$ cat src/rtl/mem_access.sv
// ============================================================================
// Module   : mem_access
// Purpose  : MEM pipeline stage. Issues one data-memory access per load or
//            store, stalls the upstream pipeline until the memory acknowledges
//            or a wait timeout expires, and drives the MEM/WB register.
// Revision : 1.0 - initial release
// ============================================================================
`default_nettype none

module mem_access #(
  parameter int TIMEOUT = 255
) (
  input  logic        clk,
  input  logic        rst,
  // EX/MEM register
  input  logic        in_MemWrite,
  input  logic        in_MemRead,
  input  logic        in_MemtoReg,
  input  logic        in_RegWrite,
  input  logic        in_R31toReg,
  input  logic        in_JaltoReg,
  input  logic [31:0] in_RD2,
  input  logic [31:0] in_alu,
  input  logic [4:0]  in_mux,
  // data memory
  output logic        dmem_req,
  output logic        dmem_we,
  output logic [31:0] dmem_addr,
  output logic [31:0] dmem_wdata,
  input  logic        dmem_ack,
  input  logic [31:0] dmem_rdata,
  // pipeline control / status
  output logic        stall,
  output logic        mem_err,
  // MEM/WB register
  output logic        out_RegWrite,
  output logic        out_MemtoReg,
  output logic        out_R31toReg,
  output logic        out_JaltoReg,
  output logic [4:0]  out_mux,
  output logic [31:0] out_alu,
  output logic [31:0] out_rdata
);

  localparam logic [7:0] c_timeout = 8'(TIMEOUT);

  typedef enum logic [0:0] {
    S_IDLE = 1'b0,
    S_WAIT = 1'b1
  } state_t;

  state_t      r_state;
  state_t      w_next;
  logic [7:0]  r_cnt;
  logic        r_we;
  logic [31:0] r_addr;
  logic [31:0] r_wdata;
  logic        r_err;

  logic w_idle;
  logic w_wait;
  logic w_access;
  logic w_illegal;
  logic w_start;
  logic w_timeout;
  logic w_abort;
  logic w_stall;

  assign w_idle    = (r_state == S_IDLE);
  assign w_wait    = (r_state == S_WAIT);
  assign w_access  = in_MemRead | in_MemWrite;
  assign w_illegal = (w_access & (in_alu[1:0] != 2'b00)) | (in_MemRead & in_MemWrite);
  assign w_start   = w_idle & w_access & ~w_illegal;
  assign w_timeout = w_wait & (r_cnt == c_timeout);
  // A late ack arriving in the timeout cycle still completes the access.
  assign w_abort   = w_timeout & ~dmem_ack;
  assign w_stall   = w_start | (w_wait & ~dmem_ack & ~w_timeout);

  assign stall      = w_stall;
  assign dmem_req   = w_wait & (r_cnt < c_timeout);
  assign dmem_we    = r_we;
  assign dmem_addr  = r_addr;
  assign dmem_wdata = r_wdata;
  assign mem_err    = r_err;

  // State register.
  always_ff @(posedge clk or posedge rst) begin
    if (rst) r_state <= S_IDLE;
    else     r_state <= w_next;
  end

  // Next-state: enter WAIT on a legal access, leave on ack or timeout.
  always_comb begin
    w_next = r_state;
    case (r_state)
      S_IDLE:  if (w_start) w_next = S_WAIT;
      S_WAIT:  if (dmem_ack || w_timeout) w_next = S_IDLE;
      default: w_next = S_IDLE;
    endcase
  end

  // Wait counter: cleared on entry, counts un-acknowledged WAIT cycles.
  always_ff @(posedge clk or posedge rst) begin
    if (rst)                                r_cnt <= 8'd0;
    else if (w_start)                       r_cnt <= 8'd0;
    else if (w_wait && !dmem_ack && !w_timeout) r_cnt <= r_cnt + 8'd1;
  end

  // Request fields captured when the access is launched, held through WAIT.
  always_ff @(posedge clk or posedge rst) begin
    if (rst) begin
      r_we    <= 1'b0;
      r_addr  <= 32'd0;
      r_wdata <= 32'd0;
    end else if (w_start) begin
      r_we    <= in_MemWrite;
      r_addr  <= {in_alu[31:2], 2'b00};
      r_wdata <= in_RD2;
    end
  end

  // Sticky error: misaligned/conflicting op or access timeout.
  always_ff @(posedge clk or posedge rst) begin
    if (rst)                                 r_err <= 1'b0;
    else if ((w_idle && w_illegal) || w_abort) r_err <= 1'b1;
  end

  // MEM/WB register: bubble while stalled, otherwise load the finished op.
  always_ff @(posedge clk or posedge rst) begin
    if (rst) begin
      out_RegWrite <= 1'b0;
      out_MemtoReg <= 1'b0;
      out_R31toReg <= 1'b0;
      out_JaltoReg <= 1'b0;
      out_mux      <= 5'd0;
      out_alu      <= 32'd0;
      out_rdata    <= 32'd0;
    end else if (w_stall) begin
      out_RegWrite <= 1'b0;
      out_MemtoReg <= 1'b0;
      out_R31toReg <= 1'b0;
      out_JaltoReg <= 1'b0;
    end else if (w_idle) begin
      // Non-access op, or an illegal access that is squashed here.
      out_RegWrite <= in_RegWrite & ~w_illegal;
      out_MemtoReg <= in_MemtoReg & ~w_illegal;
      out_R31toReg <= in_R31toReg;
      out_JaltoReg <= in_JaltoReg;
      out_mux      <= in_mux;
      out_alu      <= in_alu;
      out_rdata    <= 32'd0;
    end else begin
      // WAIT and not stalled: ack or timeout this cycle.
      out_RegWrite <= in_RegWrite & ~w_abort;
      out_MemtoReg <= in_MemtoReg;
      out_R31toReg <= in_R31toReg;
      out_JaltoReg <= in_JaltoReg;
      out_mux      <= in_mux;
      out_alu      <= in_alu;
      out_rdata    <= (dmem_ack && !r_we) ? dmem_rdata : 32'd0;
    end
  end

endmodule

`default_nettype wire

$ cat config.mk
export PLATFORM = sky130hd
export DESIGN_NAME = mem_access
export DESIGN_NICKNAME = d
export VERILOG_FILES = /design/src/rtl/mem_access.sv
export SDC_FILE = /design/constraint.sdc
export NUM_CORES = 1
export LEC_CHECK = 0
export BUFFER_PORTS_ARGS = -buffer_cell sky130_fd_sc_hd__buf_4
export CORE_UTILIZATION = 47
export CTS_CLUSTER_DIAMETER = 50
export DETAILED_ROUTE_END_ITERATION = 8
export GPL_ROUTABILITY_DRIVEN = 0
export HOLD_SLACK_MARGIN = 0.06
export PLACE_DENSITY = 0.75
export SETUP_SLACK_MARGIN = 0.5
export SLEW_MARGIN = 15
export SYNTH_ARGS = -nofsm -noshare
export SYNTH_HDL_FRONTEND = slang
export SYNTH_SLANG_ARGS = --single-unit
$ cat constraint.sdc
create_clock -name clk -period 5.1 [get_ports clk]
set_input_delay 0 -clock clk [delete_from_list [all_inputs] [get_ports clk]]
set_output_delay 0 -clock clk [all_outputs]
set_load 0.01 [all_outputs]
After elaboration in Yosys (flattened, before gate mapping)
Cells that the tools add are included.
{ "op_classes": {"n_addsub": 1, "n_mul": 0, "n_div": 0, "n_lt_le_gt_ge": 1, "eq_ne": 1, "shift": 0, "muxes": 13, "n_bitwise": 20, "n_reduce_logical": 11} }
{ "ops": {"columns": ["operator", "count"], "rows": [
  ["32-bit two-way mux", 2],
  ["8-bit two-way mux", 2],
  ["1-bit bitwise AND", 12],
  ["8-bit by 1-bit adder with 8-bit output (second input constant)", 1],
  ["8-bit == test (second input constant)", 1],
  ["8-bit less-than comparator (second input constant)", 1],
  ["1-bit two-way mux", 8],
  ["1-bit inverter", 5],
  ["1-bit logical AND", 4],
  ["2-bit nonzero test", 2],
  ["1-bit logical NOT", 3],
  ["1-bit bitwise OR", 3],
  ["1-bit logical OR", 2],
  ["1-bit one-hot mux with 2 select lines", 1]
]} }
{ "word_totals": {"register_bits": 146, "latch_bits": 0, "mem_bits_rw": 0, "rom_bits": 0, "input_bits": 110, "wordCells": 60, "memories": 0} }

Logic depth before layout (Yosys ltp)
{ "logic_depth": {"word_depth": 7, "ltp_mapped": 6, "ltp_nobuf": 5} }

Worst setup path before layout
OpenSTA, ideal clock, no wires.
{ "synth_timing": {"path_type": "register to register", "startpoint": "reg r_state", "endpoint": "reg out_alu[10]", "arrival_time_ns": 1.571, "required_ns": 4.975, "setup_slack_ns": 3.404, "path_stages_with_launch": 6, "path_buffers": 2, "period_less_slack_ns": 1.696, "path_cell_list": "dfrtp_1 > buf_2 > or4_4 > nand2_8 > buf_12 > mux2_4"} }
{ "synth_via": {"elab_chain_len": 4, "elab_cells_between_ends": 8} }
{ "synth_lines": {"columns": ["element", "line_no", "text"], "rows": [
  ["from (decl)", "52", "state_t r_state;"],
  ["from (signal assigned)", "89", "else r_state <= w_next;"],
  ["1-bit inverter / 1-bit bitwise AND (equally long branches)", null, null],
  ["1-bit bitwise AND / 1-bit inverter (equally long branches)", "73, 77", null],
  ["1-bit bitwise AND (on tied branches)", "73, 77", null],
  ["1-bit bitwise OR (*)", "77", "assign w_stall = w_start | (w_wait & ~dmem_ack & ~w_timeout);"],
  ["to (signal assigned)", "150", "out_alu <= in_alu;"],
  ["to (signal assigned)", "159", "out_alu <= in_alu;"],
  ["to (decl)", "41", "output logic [31:0] out_alu,"]
]} }
Every way passes the cells marked *; elsewhere a longest branch is shown, timed or not.
A chain may end at the register's enable or synchronous reset.

Worst setup path in the final report
{ "layout_timing": {"startpoint": "in in_MemWrite", "endpoint": "out stall"} }
{ "layout_via": {"elab_chain_len": 6, "elab_cells_between_ends": 8} }
{ "layout_lines": {"columns": ["element", "line_no", "text"], "rows": [
  ["from (decl)", "16", "input logic in_MemWrite,"],
  ["1-bit bitwise OR", "71", "assign w_access = in_MemRead | in_MemWrite;"],
  ["1-bit bitwise AND", "72", "assign w_illegal = (w_access & (in_alu[1:0] != 2'b00)) | (in_MemRead & in_MemWrite);"],
  ["1-bit bitwise OR", "72", null],
  ["1-bit inverter", "73", "assign w_start = w_idle & w_access & ~w_illegal;"],
  ["1-bit bitwise AND (*)", "73", null],
  ["1-bit bitwise OR (*)", "77", null],
  ["to (decl)", "33", "output logic stall,"]
]} }
Marks and branches as above.

==> impl_metrics.csv <==
group,metric,value,unit
detailed_routing,drtPass1Iterations,4,
detailed_routing,wl_met1,6730,um
logic_synthesis,yosys-top-cells-count,"nand2_1 (195), dfrtp_1 (146), mux2_4 (35)",
grt,grt_usage,0.274,
power_and_ir_drop,power.leakage,0.00487,uW
die,num_io_pins,251,
detailed_routing,vias_per_cell,5.03,
grt,grt_pass1_vias,5396,
critical_path,required,5100,ps
sta,setup-tns-final,0,ps
placement,port_buffers,248,
worst_hold_path,worstHoldPathType,"primary input to async pin",
layout,fin_nets,950,
detailed_routing,wire_per_inst,16.9,um
clock_network,cts_tree,"yes",
sta,period_share,0.521,
critical_path,path_class,"primary input to output port",
layout,n_antenna_cell,0,
die,die_w,113,um
critical_path,cp_top_family,"simple AND/OR/NAND/NOR gates",
outcome,status,"complete, no violations",
sta,slew_headroom,0.439,
clock_network,cts.repair.resized,0,
sta,final.setup_skew,8.06,ps
clock_network,cts_root_buffer,"clkbuf_16",
critical_path,crit_fanout,74,
critical_path,worst_setup_path_end_kind,"output port",
critical_path,cp_common_cell,"buf_4",
clock_network,clk_pin_slew,60,ps
grt,grt_pass1_wl,26800,um
critical_path,regToRegEndpoint,"out_alu[23]",
grt,grt_max_degree,86,
logic_synthesis,synth_edf_count,0,
critical_path,crit_chain,"dlygate4sd3_1 -> buf_4 -> xnor2_1 -> or4_4 -> nand2_8 -> buf_4",
critical_path,rrSetupSlack,2610,ps
power_and_ir_drop,max-vdd-ir-drop,0.000194,V
detailed_routing,drt_iter0_drc,276,
critical_path,critical_path.endpoint,"stall",
detailed_routing,highest_layer,"met4",
die,start_util,0.480,
die,fp.dieH,113,um
critical_path,timing.rr.start,"r_state",
logic_synthesis,avgSynthCellArea,11.9,sq um
logic_synthesis,ys_ff_latch,146,
logic_synthesis,syn_area,5770,sq um
logic_synthesis,synth_area_leaders,"dfrtp_1 (63%), nand2_1 (13%), mux2_4 (9.1%)",
logic_synthesis,synthDistinctLibCells,37,
sta,slew_viol_final,0,
critical_path,startpoint,"in_MemWrite",
sta,min_period,2660,ps
logic_synthesis,yosys.area.top_type,"dfrtp_1",
logic_synthesis,postSynthCellCount,486,
sta,hold_violations,0,
detailed_routing,drc,0,
critical_path,cp.depth,6,
layout,drive_gt1_frac,0.378,
critical_path,cp_data_arrival_time,2660,ps
clock_network,clkSinkCount,146,
detailed_routing,num_vias,5017,
sta,max_clock_freq,376,MHz
logic_synthesis,async_flop_share,1.00,
die,die_area,12700,sq um
logic_synthesis,synth.yosys.seq_area_share,0.633,
sta,setup-violations-final,0,
detailed_routing,dr_wl_met3,1110,um
clock_network,numCtsBuffers,17,
critical_path,r2r_cells,3,
clock_network,clockBufferDepth,2,
sta,tightest_slew,842,ps
sta,rsz0062_at_grt,"false",
clock_network,clkLatencyLatePin,410,ps
logic_synthesis,synth.most_common_cell,"nand2_1",
power_and_ir_drop,power_density,380,nW/um^2
die,placement_rows,40,
clock_network,htree_levels,4,
logic_synthesis,netlist.area_leader.share,0.633,
detailed_routing,met2_length,8420,um
detailed_routing,drt_wl_total,16900,um
grt,overflow,0,
grt,antenna_found_initial,0,
critical_path,crit_slowest_cell,"or4_4",
logic_synthesis,ys.warnings.count,0,
detailed_routing,ant_nets,0,
placement,placed_cells,856,
layout,fin_cells,998,
die,core_area,12000,sq um
placement,dp_hpwl,9480,um
critical_path,critPathBufInv,3,
critical_path,slowest_delay,730,ps
critical_path,critPathLaunchType,"primary input",
layout,areaGrowthSynthToFinish,62.3,%
flow_run,maxCapViolCount,0,
logic_synthesis,ys_dominant_reg_cell,"dfrtp_1",
==> metrics by stage <==
stage | cell area [sq um] | power, uW | util | setup WS [ps] | hold WS [ps]
6_report | 9360 | 3560 | 0.780 | 2440 | 307
5_1_grt | 9360 | 3710 | 0.780 | 2280 | 332
4_1_cts | 9360 | 3560 | 0.779 | 2400 | 300
3_5_place_dp | 7630 | 2210 | 0.636 | 2620 | 186
3_3_place_gp | 7630 | 2190 | 0.636 | 2670 | 190
2_1_floorplan | 5770 | 1800 | - | 1180 | 105
==> cell usage in the layout (no fill, tap or decap), types with 3 or more instances in the layout <==
| cell | count |
|---|---|
| nand3_1 | 6 |
| clkbuf_8 | 4 |
| mux2_4 | 35 |
| clkinvlp_4 | 3 |
| buf_4 | 250 |
| o31ai_1 | 4 |
| a22o_1 | 34 |
| dfrtp_1 | 146 |
| dlygate4sd3_1 | 111 |
| and3_1 | 3 |
| clkbuf_16 | 17 |
| inv_1 | 3 |
| nand2_1 | 195 |
| bufinv_16 | 3 |
| nor3_1 | 3 |
==> tightest hold or removal path: stages <==
cell,delay [ps]
dlygate4sd3_1,540
buf_4,160
inv_6,520
==> routing by layer <==
metal | up-vias | global-route usage
met4 | 0 | 0.140
li1 | 2310 | -
met3 | 52 | 0.0728
met2 | 222 | 0.477
met1 | 2433 | 0.311
met5 | - | 0
==> worst min-delay path by stage <==
| stage | startpoint | end | slack, ps | cells after the start |
|---|---|---|---|---|
| global placement | rst | out_rdata[5] | 190 | 2 |
| detailed placement | rst | out_rdata[5] | 190 | 2 |
| global route | in_RD2[19] | dmem_wdata[19] | 330 | 4 |
| floorplan | in_alu[10] | dmem_addr[10] | 110 | 2 |
| finish | rst | mem_err | 310 | 3 |
| CTS | rst | out_rdata[5] | 300 | 3 |
==> what timing repair did <==
action	CTS	global route
hold endpoints to repair	221	0
hold buffers	111	0
buffers inserted	0	0
==> cells by family (layout without fill, tap and decap cells) <==
| group | count (synthesis) | count (layout) | share of synthesized area |
|---|---|---|---|
| AND/OR/NAND/NOR | 218 | 218 | 0.155 |
| buffers and inverters | 32 | 396 | 0.0388 |
| flip-flops | 146 | 146 | 0.633 |
| AO/OA/AOI/OAI | 50 | 50 | 0.0737 |
| other | 1 | 2 | 0.000650 |
| multiplexers | 37 | 37 | 0.0945 |
| XOR/XNOR | 1 | 1 | 0.00152 |
| adder cells (fa/ha/maj) | 1 | 1 | 0.00217 |
==> power breakdown <==
part           internal, uW  switching, uW
sequential             1340            120
combinational           442            380
clock                   819            457
total                  2600            957
==> flip-flops by register name (all words and copies together), names as in the netlist <==
signal	cells
dmem_addr	30
dmem_wdata	32
dmem_we	1
mem_err	1
out_JaltoReg	1
out_MemtoReg	1
out_R31toReg	1
out_RegWrite	1
out_alu	32
out_mux	5
out_rdata	32
r_cnt	8
r_state	1
==> cell type report <==
type | count | area, sq um
Fill cell | 706 | 2650
Inverter | 4 | 20.0
Multi-Input combinational cell | 309 | 1900
Sequential cell | 146 | 3650
Clock buffer | 23 | 488
Tap cell | 147 | 184
Clock inverter | 8 | 126
Timing Repair Buffer | 361 | 2990
No activity file was read; power rests on OpenSTA's default activity.
